`src/rtl/chan_scan_mux_pkg.sv`:
```
// Shared types for the channel scan multiplexer: mode pin encodings and the
// controller state enum, plus a helper mapping a state back to its mode.
package chan_scan_mux_pkg;

  // Encoding of the 2-bit mode input.
  typedef enum logic [1:0] {
    MODE_MANUAL = 2'b00,
    MODE_AUTO   = 2'b01,
    MODE_SWEEP  = 2'b10,
    MODE_HOLD   = 2'b11
  } mode_e;

  // Controller states. SWEEP_DONE is the parked state after a finished sweep,
  // still belonging to the SWEEP mode but no longer stepping.
  typedef enum logic [2:0] {
    ST_MANUAL     = 3'd0,
    ST_AUTO       = 3'd1,
    ST_SWEEP      = 3'd2,
    ST_SWEEP_DONE = 3'd3,
    ST_HOLD       = 3'd4
  } state_e;

  // Mode a given state belongs to; used to detect a mode change.
  function automatic mode_e state_mode(input state_e st);
    mode_e m;
    m = MODE_MANUAL;
    case (st)
      ST_MANUAL:     m = MODE_MANUAL;
      ST_AUTO:       m = MODE_AUTO;
      ST_SWEEP:      m = MODE_SWEEP;
      ST_SWEEP_DONE: m = MODE_SWEEP;
      ST_HOLD:       m = MODE_HOLD;
      default:       m = MODE_MANUAL;
    endcase
    return m;
  endfunction

endpackage

```
`src/rtl/chan_scan_mux_dwell_timer.sv`:
```
// Dwell timer: counts cycles spent on the current channel and flags when the
// programmed dwell has elapsed. The count wraps to zero on the cycle it is
// running and expired, so the owner steps exactly when 'expired' is seen.
module chan_scan_mux_dwell_timer #(
  parameter int DWELL_W = 8
) (
  input  logic               clk,
  input  logic               rst_n,
  input  logic               clr,
  input  logic               run,
  input  logic [DWELL_W-1:0] dwell,
  output logic               expired
);

  logic [DWELL_W-1:0] count;

  // A ">=" compare, so lowering dwell below the running count steps at once.
  assign expired = (count >= dwell);

  // Dwell counter: clear has priority, otherwise count or wrap while running.
  // NOTE: sequential state is always assigned with <= so every flop samples
  // the pre-edge value of its neighbours; blocking here would create ordering races.
  always_ff @(posedge clk or negedge rst_n) begin
    if (!rst_n) begin
      count <= '0;
    end else if (clr) begin
      count <= '0;
    end else if (run) begin
      count <= expired ? '0 : count + 1'b1;
    end
  end

endmodule

```
`src/rtl/chan_scan_mux.sv`:
```
// N-channel, W-bit registered multiplexer with manual selection, continuous
// auto-scan, one-shot sweep and hold. Channel stepping is paced by a
// programmable dwell timer; all outputs, including the pulses, are registered.
module chan_scan_mux
  import chan_scan_mux_pkg::*;
#(
  parameter int NCH     = 4,
  parameter int W       = 1,
  parameter int DWELL_W = 8,
  localparam int SEL_W  = $clog2(NCH)
) (
  input  logic               clk,
  input  logic               rst_n,
  input  logic               ena,
  input  logic [1:0]         mode,
  input  logic [SEL_W-1:0]   sel_in,
  input  logic [DWELL_W-1:0] dwell,
  input  logic [NCH*W-1:0]   ch_in,
  output logic [W-1:0]       out_data,
  output logic [SEL_W-1:0]   out_ch,
  output logic               out_valid,
  output logic               sweep_done
);

  localparam logic [SEL_W-1:0] LAST_CH = SEL_W'(NCH - 1);

  // Channel data for an index; indices past the last channel read as zero.
  function automatic logic [W-1:0] pick(input logic [NCH*W-1:0] bus,
                                        input logic [SEL_W-1:0] idx);
    logic [W-1:0] d;
    d = '0;
    for (int k = 0; k < NCH; k++) begin
      if (idx == SEL_W'(k)) d = bus[k*W +: W];
    end
    return d;
  endfunction

  state_e             state_q, state_d;
  logic               sweep_armed_q, sweep_armed_d;
  logic [W-1:0]       out_data_d;
  logic [SEL_W-1:0]   out_ch_d;
  logic               out_valid_d;
  logic               sweep_done_d;

  mode_e              mode_cur;
  logic               mode_chg;
  logic [SEL_W-1:0]   ch_next;
  logic [W-1:0]       data_cur, data_next, data_sel;

  logic               tmr_clr, tmr_run, tmr_expired;

  assign mode_cur  = mode_e'(mode);
  assign mode_chg  = (mode_cur != state_mode(state_q));
  // Out-of-range channels (non-power-of-two NCH) also wrap to channel 0.
  assign ch_next   = (out_ch >= LAST_CH) ? '0 : out_ch + 1'b1;
  assign data_cur  = pick(ch_in, out_ch);
  assign data_next = pick(ch_in, ch_next);
  assign data_sel  = pick(ch_in, sel_in);

  chan_scan_mux_dwell_timer #(
    .DWELL_W (DWELL_W)
  ) u_dwell_timer (
    .clk     (clk),
    .rst_n   (rst_n),
    .clr     (tmr_clr),
    .run     (tmr_run),
    .dwell   (dwell),
    .expired (tmr_expired)
  );

  // Next-state and next-output logic for every mode; ena=0 keeps all defaults.
  // NOTE: every signal gets a default before the case so no path leaves one
  // unassigned; a missing default in always_comb would infer a latch.
  always_comb begin
    state_d       = state_q;
    sweep_armed_d = sweep_armed_q;
    out_data_d    = out_data;
    out_ch_d      = out_ch;
    out_valid_d   = 1'b0;
    sweep_done_d  = 1'b0;
    tmr_clr       = 1'b0;
    tmr_run       = 1'b0;

    if (ena) begin
      // Leaving SWEEP mode re-arms the one-shot sweep.
      if (mode_cur != MODE_SWEEP) sweep_armed_d = 1'b1;
      if (mode_chg) tmr_clr = 1'b1;

      case (mode_cur)
        MODE_MANUAL: begin
          state_d     = ST_MANUAL;
          out_ch_d    = sel_in;
          out_data_d  = data_sel;
          out_valid_d = mode_chg || (sel_in != out_ch);
          tmr_clr     = 1'b1;
        end

        MODE_AUTO: begin
          state_d = ST_AUTO;
          if (mode_chg) begin
            // Entry: stay on the current channel, restart the dwell.
            out_data_d  = data_cur;
            out_valid_d = 1'b1;
          end else begin
            tmr_run = 1'b1;
            if (tmr_expired) begin
              out_ch_d    = ch_next;
              out_data_d  = data_next;
              out_valid_d = 1'b1;
            end else begin
              out_data_d  = data_cur;
            end
          end
        end

        MODE_SWEEP: begin
          if (state_q == ST_SWEEP) begin
            tmr_run = 1'b1;
            if (tmr_expired) begin
              if (out_ch >= LAST_CH) begin
                // Last channel done: park with outputs frozen.
                state_d       = ST_SWEEP_DONE;
                sweep_done_d  = 1'b1;
                sweep_armed_d = 1'b0;
              end else begin
                out_ch_d    = ch_next;
                out_data_d  = data_next;
                out_valid_d = 1'b1;
              end
            end else begin
              out_data_d = data_cur;
            end
          end else if (state_q != ST_SWEEP_DONE) begin
            if (sweep_armed_q) begin
              // Sweep start: always from channel 0.
              state_d     = ST_SWEEP;
              out_ch_d    = '0;
              out_data_d  = ch_in[W-1:0];
              out_valid_d = 1'b1;
            end else begin
              state_d = ST_SWEEP_DONE;
            end
          end
        end

        MODE_HOLD: begin
          state_d = ST_HOLD;
        end

        default: begin
          state_d = ST_MANUAL;
        end
      endcase
    end
  end

  // State, arm flag and output registers.
  always_ff @(posedge clk or negedge rst_n) begin
    if (!rst_n) begin
      state_q       <= ST_MANUAL;
      sweep_armed_q <= 1'b1;
      out_data      <= '0;
      out_ch        <= '0;
      out_valid     <= 1'b0;
      sweep_done    <= 1'b0;
    end else begin
      state_q       <= state_d;
      sweep_armed_q <= sweep_armed_d;
      out_data      <= out_data_d;
      out_ch        <= out_ch_d;
      out_valid     <= out_valid_d;
      sweep_done    <= sweep_done_d;
    end
  end

endmodule
```
`config.mk`:
```
export PLATFORM = sky130hd
export DESIGN_NAME = chan_scan_mux
export DESIGN_NICKNAME = d
export VERILOG_FILES = /design/src/rtl/chan_scan_mux_pkg.sv /design/src/rtl/chan_scan_mux_dwell_timer.sv /design/src/rtl/chan_scan_mux.sv
export SDC_FILE = /design/constraint.sdc
export NUM_CORES = 1
export LEC_CHECK = 0
export CORE_MARGIN = 2
export CORE_UTILIZATION = 58
export DETAILED_ROUTE_END_ITERATION = 8
export PLACE_DENSITY = 0.91
export SYNTH_ARGS = -nofsm -noshare
export SYNTH_HDL_FRONTEND = slang
export SYNTH_HIERARCHICAL = 1
export SYNTH_SLANG_ARGS = --single-unit
```
`constraint.sdc`:
```
create_clock -name clk -period 3.5 [get_ports clk]
set_input_delay 0.7 -clock clk [delete_from_list [all_inputs] [get_ports clk]]
set_output_delay 0.7 -clock clk [all_outputs]
set_load 0.1 [all_outputs]
```
==> impl_metrics.json, run 1 <==
{
  "cts_root_buffer": "clkbuf_4",
  "ys_ff_latch": 17,
  "num_vias": 1467,
  "fin_crit_sh_pct": 87.6,
  "syn-cell-area_sq_mm": 0.00161,
  "numCtsBuffers": 3,
  "synth_cells": 170,
  "path_class": "in -> reg",
  "core_sq_mm": 0.00269,
  "via_per_inst": 6.43,
  "synth_ff_type": "dfrtp_1",
  "setup_viol": 0,
  "async_flop_share_pct": 100,
  "floorplan.initialDensity_pct": 59.9,
  "rsz0062_at_grt": "no",
  "path_max_fanout": 9,
  "clock_skew_ps": 3.21,
  "comb_power_share_pct": 51.1,
  "post-route-min-period_ps": 3070,
  "htree_levels": 1,
  "status": "finished, final reports clean",
  "place_hpwl_mm": 3.03,
  "finalMaxSlewViolations": 0,
  "tightestPinTransition_ps": 976,
  "synth_edf_count": 0,
  "synthesis.nets": 208,
  "hold_violations": 0,
  "drc": 0,
  "relSlewSlack_pct": 34.7,
  "wl_mm": 3.85,
  "p_int_w": 0.000415,
  "sequentialPowerShare_pct": 35.1,
  "crit_path_cell_trace": "clkdlybuf4s50_1 -> inv_1 -> ha_1 -> or4_4 -> a21oi_4 -> o21ai_4 -> nand2_1 -> nor2_1 -> o31ai_1 -> mux2_2",
  "synth.avg_cell_area_sq_um": 9.46,
  "switchingPower_w": 0.000355,
  "area_growth_pct": 18.5,
  "yosys-top-cells-count": "19 x ha_1, 19 x inv_1, 16 x dfrtp_1",
  "synth_cell_types": 54,
  "ctsHoldBuffers": 0,
  "drt-initial-drc-count": 47,
  "max_stage_delay_ps": 510,
  "cts_setup_buffers": 0,
  "grt_usage_pct": 25.5,
  "grt_max_degree": 18,
  "first_pass_iters": 5,
  "max_freq_ghz": 0.326,
  "fin_nets": 236,
  "die_area_sq_mm": 0.00321,
  "postRouteAntennaNets": 0,
  "clkSinkCount": 17,
  "yosysWarningCount": 6,
  "p_clk_share_pct": 13.7,
  "drive_above_1_share_pct": 14.2,
  "io_buffers": 23,
  "path_clk_slew_ps": 100,
  "cts_resized": 0,
  "holdWs_ps": 564,
  "p_leak_nw": 0.825,
  "grt_antenna_before_repair": 0,
  "num_io_pins": 24,
  "slowest_stage": "or4_4",
  "endpoint_kind": "flop",
  "tns_ps": 0,
  "finalPower_w": 0.000770,
  "die_h_microns": 56.7,
  "cp_top_family": "compound AO/OA/AOI/OAI gates",
  "synthDominantCellAreaShare_pct": 24.9,
  "vdd_drop_max_mv": 0.430,
  "synth_area_leaders": "dfrtp_1 25%, ha_1 15%, inv_1 4.4%, a211oi_2 3.1%, o2111ai_1 2.7%",
  "cp.buffers_inverters": 2,
  "clk_path_buf_depth": 2,
  "cts_tree": "built",
  "wl_per_cell_microns": 16.9,
  "multi_input_area_sq_mm": 0.00110,
  "num_rows": 19,
  "maxCapViolCount": 0,
  "place.gp.congestion": 0.945,
  "r2r_setup_slack_ps": 850,
  "powerDensity_mw_per_mm2": 404,
  "grt_pass1_wl_mm": 6.42,
  "cp.required_ps": 3680,
  "die_x_microns": 56.7,
  "grt_overflow": 0,
  "hold_class": "reg -> reg",
  "clk_latency_ps": 280,
  "grt_pass1_vias": 1527,
  "antennaDiodeCount": 0,
  "crit_path_start_kind": "primary input",
  "synth_top_area_cell": "dfrtp_1",
  "n_fill_cell": 210,
  "seqCellArea_sq_um": 427,
  "cp_data_arrival_time_ps": 3240,
  "synth.yosys.seq_area_share_pct": 26.5,
  "switching_share_pct": 46.1
}
==> registers in the layout (all words and copies together) (netlist names) <==
signal               count
u_dwell_timer/count      8
state_q                  3
out_ch                   2
out_data                 1
out_valid                1
sweep_armed_q            1
sweep_done               1
==> per-stage QoR <==
step / std cells / worst slack [ps] / util (%) / instance area (sq um)
floorplan: 170 / 847 / - / 1610
global placement: 224 / 234 / 70.0 / 1880
detailed placement: 224 / 165 / 70.0 / 1880
CTS: 228 / 455 / 71.0 / 1910
global route: 228 / 314 / 71.0 / 1910
finish: 228 / 434 / 71.0 / 1910
==> cell type report <==
| cell class | instances | area share (%) |
|---|---|---|
| multi-input combinational | 132 | 57.9 |
| sequential | 17 | 22.4 |
| timing repair buffer | 25 | 12.6 |
| clock buffer | 4 | 1.38 |
| tap | 31 | 2.03 |
| inverter | 19 | 3.74 |
==> worst register-to-register path, cell delays in order, from the launching register on <==
cell and delay [ps]:
dfrtp_1 460, ha_1 230, or4_4 530, a21oi_4 220, o21ai_4 160, nand2_1 140
nor2_1 50, o31ai_1 350, mux2_2 390
==> path summary, 6_finish.rpt <==
check,from,endpoint,cells after the start
worst max-delay path,dwell[7],state_q[2],10
worst min-delay path,sweep_armed_q,sweep_armed_q,2
worst max register to register,u_dwell_timer/count[2],state_q[2],8
worst min register to register,sweep_armed_q,sweep_armed_q,2
max in group asynchronous,rst_n,u_dwell_timer/count[5],1
min in group asynchronous,rst_n,state_q[1],1
==> routing by layer <==
metal / GRT usage (%) / vias up / share of wire (%)
met2: 48.7 / 55 / 55
met4: 15.3 / 0 / 3.8
met1: 26.6 / 709 / 37
li1: - / 685 / -
met3: 1.61 / 18 / 4.4
met5: 0 / - / 0
==> cells by family (layout without fill, tap and decap cells) <==
| group | Yosys count | in the layout | synth area share, % |
|---|---|---|---|
| AO/OA/AOI/OAI | 50 | 50 | 26.4 |
| AND/OR/NAND/NOR | 49 | 49 | 17.7 |
| XOR/XNOR | 5 | 5 | 2.72 |
| multiplexers | 9 | 9 | 6.92 |
| flip-flops | 17 | 17 | 26.5 |
| adder cells (fa/ha/maj) | 19 | 19 | 14.8 |
| buffers and inverters | 21 | 48 | 4.90 |
==> power groups by stage <==
stage / sequential (W) / clock (W) / combinational (W)
final: 0.000271 / 0.000106 / 0.000394
after global routing: 0.000274 / 0.000120 / 0.000419
after CTS: 0.000269 / 0.000106 / 0.000390
after detailed placement: 0.000273 / 0 / 0.000389
after global placement: 0.000269 / 0 / 0.000370
after floorplan: 0.000349 / 0 / 0.000198
==> cells in the final DEF (no fill, tap or decap), types with 5 or more instances in the layout <==
cell / instances
ha_1: 19
nor2_1: 8
nand2_1: 10
clkdlybuf4s50_1: 21
o21ai_0: 7
a21oi_1: 8
inv_1: 19
dfrtp_1: 16
nand2b_1: 6
nor3_1: 5
o2111ai_1: 5
(Power assumes the default switching activity.)
==> run 2, diff against run 1 <==
--- a/config.mk
+++ b/config.mk
@@ -6,9 +6,9 @@
 export NUM_CORES = 1
 export LEC_CHECK = 0
 export CORE_MARGIN = 2
-export CORE_UTILIZATION = 58
+export CORE_UTILIZATION = 47
 export DETAILED_ROUTE_END_ITERATION = 8
-export PLACE_DENSITY = 0.91
+export PLACE_DENSITY = 0.77
 export SYNTH_ARGS = -nofsm -noshare
 export SYNTH_HDL_FRONTEND = slang
 export SYNTH_HIERARCHICAL = 1
==> run 2 against run 1 <==
Effect of this change:
- final cell count is 7.0% higher
- final area is 1.4% higher
- die area is 22% higher
- power is 2.5% lower
- critical endpoint unchanged
- fmax is 1.6% higher
- register-to-register slack better by 60 ps
- highest routed layer unchanged
- utilization is 13 points lower
- critical path type unchanged
- critical path depth stayed put
- via count is 3.5% lower
- clock skew is 2.1 ps higher
- non-clock buffer count is 1 higher
- worst setup slack better by 47 ps
==> impl_metrics.json, run 2 (synthesis results as in run 1) <==
{
  "status": "finished, final reports clean",
  "endpoint_kind": "flop",
  "place_hpwl_mm": 2.86,
  "cts_resized": 0,
  "grt_usage_pct": 18.7,
  "num_vias": 1415,
  "clock_skew_ps": 5.33,
  "grt_pass1_wl_mm": 6.04,
  "min_path_cells": 2,
  "fin_nets": 237,
  "path_clk_slew_ps": 80,
  "path_max_fanout": 9,
  "antennaDiodeCount": 0,
  "rr_worst_depth": 8,
  "tns_ps": 0,
  "grt_pass1_vias": 1409,
  "htree_levels": 1,
  "area_growth_pct": 20.1,
  "place_inst": 240,
  "final_common_cell": "clkdlybuf4s50_1",
  "place.gp.congestion": 0.877,
  "setup_viol": 0,
  "cts_setup_buffers": 0,
  "powerDensity_mw_per_mm2": 389,
  "path_class": "in -> reg",
  "grt_max_degree": 18,
  "relSlewSlack_pct": 35.3,
  "clk_path_buf_depth": 2,
  "grt_antenna_before_repair": 0,
  "cp_top_family": "simple AND/OR/NAND/NOR gates",
  "rsz0062_at_grt": "no",
  "holdWs_ps": 565,
  "crit_cells": 10,
  "wl_mm": 3.53,
  "cts_tree": "built",
  "die_h_microns": 62.5,
  "finalMaxSlewViolations": 0,
  "hold_violations": 0,
  "num_io_pins": 24,
  "mostFrequentLayoutCells": "21 x clkdlybuf4s50_1, 19 x inv_1, 19 x ha_1",
  "final_cells": 244,
  "post-route-min-period_ps": 3020,
  "drc": 0,
  "vdd_drop_max_mv": 0.291,
  "p_leak_nw": 0.830,
  "grt_overflow": 0,
  "die_x_microns": 62.5,
  "wl_per_cell_microns": 14.5,
  "postRouteAntennaNets": 0,
  "clkSinkCount": 17,
  "maxCapViolCount": 0,
  "largest_register_ffs": 8,
  "top_register": "u_dwell_timer/count",
  "io_buffers": 23,
  "cts_root_buffer": "clkbuf_4",
  "floorplan.initialDensity_pct": 48.6,
  "final_util_pct": 58.4,
  "drt-initial-drc-count": 25,
  "max_freq_ghz": 0.331,
  "cp.buffers_inverters": 2,
  "max_stage_delay_ps": 540,
  "hold_class": "reg -> reg",
  "crit_path_start_kind": "primary input",
  "drive_above_1_share_pct": 14.6,
  "crit_path_cell_trace": "clkdlybuf4s50_1 -> inv_1 -> ha_1 -> or4_4 -> a21oi_4 -> o21ai_4 -> nand2_1 -> nor2_1 -> o31ai_1 -> mux2_2",
  "via_per_inst": 5.80,
  "cp_data_arrival_time_ps": 3190,
  "fin_crit_sh_pct": 86.3,
  "num_rows": 21,
  "top_regs": "u_dwell_timer/count x8, state_q x3, out_ch x2",
  "tightestPinTransition_ps": 967,
  "first_pass_iters": 4,
  "design_area_sq_mm": 0.00193,
  "clk_latency_ps": 280,
  "slowest_stage": "or4_4",
  "numCtsBuffers": 3,
  "cp.required_ps": 3670,
  "ctsHoldBuffers": 0,
  "die_area_sq_mm": 0.00391,
  "place_area_sq_mm": 0.00191,
  "core_sq_mm": 0.00331
}
==> run 2: changes by cell type in the layout (fill, tap and decap cells not counted), sizes merged <==
cell / delta
buf: +1
==> run 2: routing by layer <==
layer  GRT usage, %  wire length (microns)  part of all wire [%]
met1           21.9                   1480                    42
met2           34.5                   1860                    53
met3           1.44                    135                   3.8
met4           8.61                     57                   1.6
met5              0                      0                     0
==> run 2: final timing paths <==
kind / startpoint / to / slack [ps]
worst min-delay path: sweep_armed_q / sweep_armed_q / 570
worst max-delay path: dwell[1] / state_q[2] / 480
min in group asynchronous: rst_n / u_dwell_timer/count[6] / 850
max in group asynchronous: rst_n / u_dwell_timer/count[0] / 2200
worst max register to register: u_dwell_timer/count[2] / state_q[2] / 910
worst min register to register: sweep_armed_q / sweep_armed_q / 570
==> run 2: where the power goes <==
part	total (W)	leakage (nW)	internal [W]	switching (W)
Clock	0.0000993	0.0150	0.0000442	0.0000551
Sequential	0.000267	0.221	0.000224	0.0000434
Combinational	0.000384	0.593	0.000147	0.000237
Total	0.000751	0.830	0.000415	0.000336
==> run 2: cell type report <==
| type | instances | area (sq um) |
|---|---|---|
| Fill cell | 312 | 1380 |
| Multi-Input combinational cell | 132 | 1100 |
| Sequential cell | 17 | 427 |
| Timing Repair Buffer | 26 | 248 |
| Inverter | 19 | 71.3 |
| Tap cell | 46 | 57.6 |
| Clock buffer | 4 | 26.3 |
==> run 2: through the flow <==
stage          setup WS, ps  power (W)
3_3_place_gp            302   0.000640
4_1_cts                 499   0.000755
2_1_floorplan           847   0.000547
6_report                481   0.000751
5_1_grt                 382   0.000806
3_5_place_dp            202   0.000655
==> run 2: worst reg2reg max path: cells and delay by family, from the launching register on <==
family | cells | cell delay [ps]
AOI/OAI and AO/OA | 3 | 690
muxes | 1 | 380
and+or+nand+nor | 3 | 710
adders and majority gates | 1 | 230
DFF | 1 | 460
==> run 3, diff against run 2 <==
--- a/config.mk
+++ b/config.mk
@@ -6,9 +6,9 @@
 export NUM_CORES = 1
 export LEC_CHECK = 0
 export CORE_MARGIN = 2
-export CORE_UTILIZATION = 47
+export CORE_UTILIZATION = 40
 export DETAILED_ROUTE_END_ITERATION = 8
-export PLACE_DENSITY = 0.77
+export PLACE_DENSITY = 0.68
 export SYNTH_ARGS = -nofsm -noshare
 export SYNTH_HDL_FRONTEND = slang
 export SYNTH_HIERARCHICAL = 1
==> run 3 against run 2 <==
Effect of this change:
- power grew 5.8%
- worst hold slack got worse by 13 ps
- utilization is 8.6 points lower
- first-iteration DRC count rose by 80%
==> impl_metrics.json, run 3 (synthesis results as in run 1) <==
{
  "status": "finished, final reports clean",
  "clk_latency_ps": 260,
  "p_leak_nw": 0.842,
  "clk_path_buf_depth": 2,
  "met2_usage_pct": 28.6,
  "drc": 0,
  "htree_levels": 1,
  "drt-initial-drc-count": 45,
  "cp_data_arrival_time_ps": 3160,
  "path_class": "in -> reg",
  "powerDensity_mw_per_mm2": 405,
  "top_regs": "u_dwell_timer/count x8, state_q x3, out_ch x2",
  "design_area_sq_mm": 0.00196,
  "n_fill_cell": 393,
  "fin_crit_sh_pct": 86.4,
  "cts_root_buffer": "clkbuf_8",
  "cts_resized": 0,
  "wl_per_cell_microns": 13.5,
  "met1_usage_pct": 20.5,
  "grt_pass1_wl_mm": 5.69,
  "hold_class": "reg -> reg",
  "area_growth_pct": 22.1,
  "cts_tree": "built",
  "setup_viol": 0,
  "place_hpwl_mm": 2.62,
  "num_vias": 1345,
  "wl_mm": 3.36,
  "place.gp.congestion": 0.789,
  "die_area_sq_mm": 0.00455,
  "final_common_cell": "clkdlybuf4s50_1",
  "cp.required_ps": 3630,
  "maxCapViolCount": 0,
  "core_sq_mm": 0.00394,
  "vdd_drop_max_mv": 0.308,
  "grt_max_degree": 18,
  "die_x_microns": 67.4,
  "drive_above_1_share_pct": 15.1,
  "top_register": "u_dwell_timer/count",
  "grt_use_met3_pct": 1.67,
  "cts_setup_buffers": 0,
  "tightestPinTransition_ps": 962,
  "numCtsBuffers": 3,
  "path_clk_slew_ps": 60,
  "clock_skew_ps": 9.68,
  "postRouteAntennaNets": 0,
  "crit_path_start_kind": "primary input",
  "grt_overflow": 0,
  "grt_pass1_vias": 1286,
  "grt_busiest_layer": "met2",
  "path_max_fanout": 9,
  "io_buffers": 23,
  "tns_ps": 0,
  "hold_violations": 0,
  "via_per_inst": 5.40,
  "clkSinkCount": 17,
  "max_freq_ghz": 0.331,
  "first_pass_iters": 4,
  "post-route-min-period_ps": 3020,
  "mostFrequentLayoutCells": "21 x clkdlybuf4s50_1, 19 x inv_1, 19 x ha_1",
  "floorplan.initialDensity_pct": 40.8,
  "finalMaxSlewViolations": 0,
  "ctsHoldBuffers": 0,
  "antennaDiodeCount": 0,
  "place_area_sq_mm": 0.00192,
  "fin_nets": 238,
  "holdWs_ps": 552,
  "die_h_microns": 67.4,
  "num_io_pins": 24,
  "grt_antenna_before_repair": 0,
  "endpoint_kind": "flop",
  "relSlewSlack_pct": 35.6,
  "finalPower_w": 0.000795,
  "largest_register_ffs": 8,
  "grt_usage_pct": 16.5,
  "rsz0062_at_grt": "no",
  "num_rows": 23
}
[run 3: routing by layer]
layer | vias to the layer above | share of wire (%)
met5 | - | 0
met2 | 26 | 48
met4 | 0 | 1.6
met1 | 625 | 47
met3 | 4 | 3.3
li1 | 690 | -
[run 3: final timing paths]
check / from / end / slack (ps) / depth (start not counted)
worst max-delay path: dwell[1] / state_q[2] / 480 / 10
worst min-delay path: sweep_armed_q / sweep_armed_q / 550 / 2
max in group asynchronous: rst_n / sweep_done / 2130 / 1
worst max register to register: u_dwell_timer/count[2] / state_q[2] / 960 / 8
min in group asynchronous: rst_n / u_dwell_timer/count[5] / 880 / 1
worst min register to register: sweep_armed_q / sweep_armed_q / 550 / 2
[run 3: layout make-up]
cell class / instances / area (sq um) / share of cell area (%)
well taps: 50 / 62.6 / 3.18
multi-input cells: 132 / 1100 / 56.2
inverters: 19 / 71.3 / 3.63
flip-flops and latches: 17 / 427 / 21.7
repair buffers: 27 / 255 / 13.0
clock buffers: 4 / 45.0 / 2.29
[run 3: per-stage QoR]
stage                     utilization [%]  std cells  setup slack (ps)
final                                49.8        249               475
after global routing                 49.8        249               306
after detailed placement             48.7        245               215
after CTS                            49.8        249               467
after floorplan                         -        170               847
after global placement               48.7        245               268
[run 3: where the power goes]
group / total, W / leakage (nW) / internal, W / switching (W)
Sequential: 0.000270 / 0.221 / 0.000224 / 0.0000456
Combinational: 0.000379 / 0.598 / 0.000147 / 0.000232
Clock: 0.000146 / 0.0228 / 0.0000808 / 0.0000653
Total: 0.000795 / 0.842 / 0.000452 / 0.000343
[run 3: critical path: stages]
cell and delay (ps):
clkdlybuf4s50_1 450, inv_1 40, ha_1 180, or4_4 540, a21oi_4 200, o21ai_4 150, nand2_1 130, nor2_1 50
o31ai_1 330, mux2_2 380
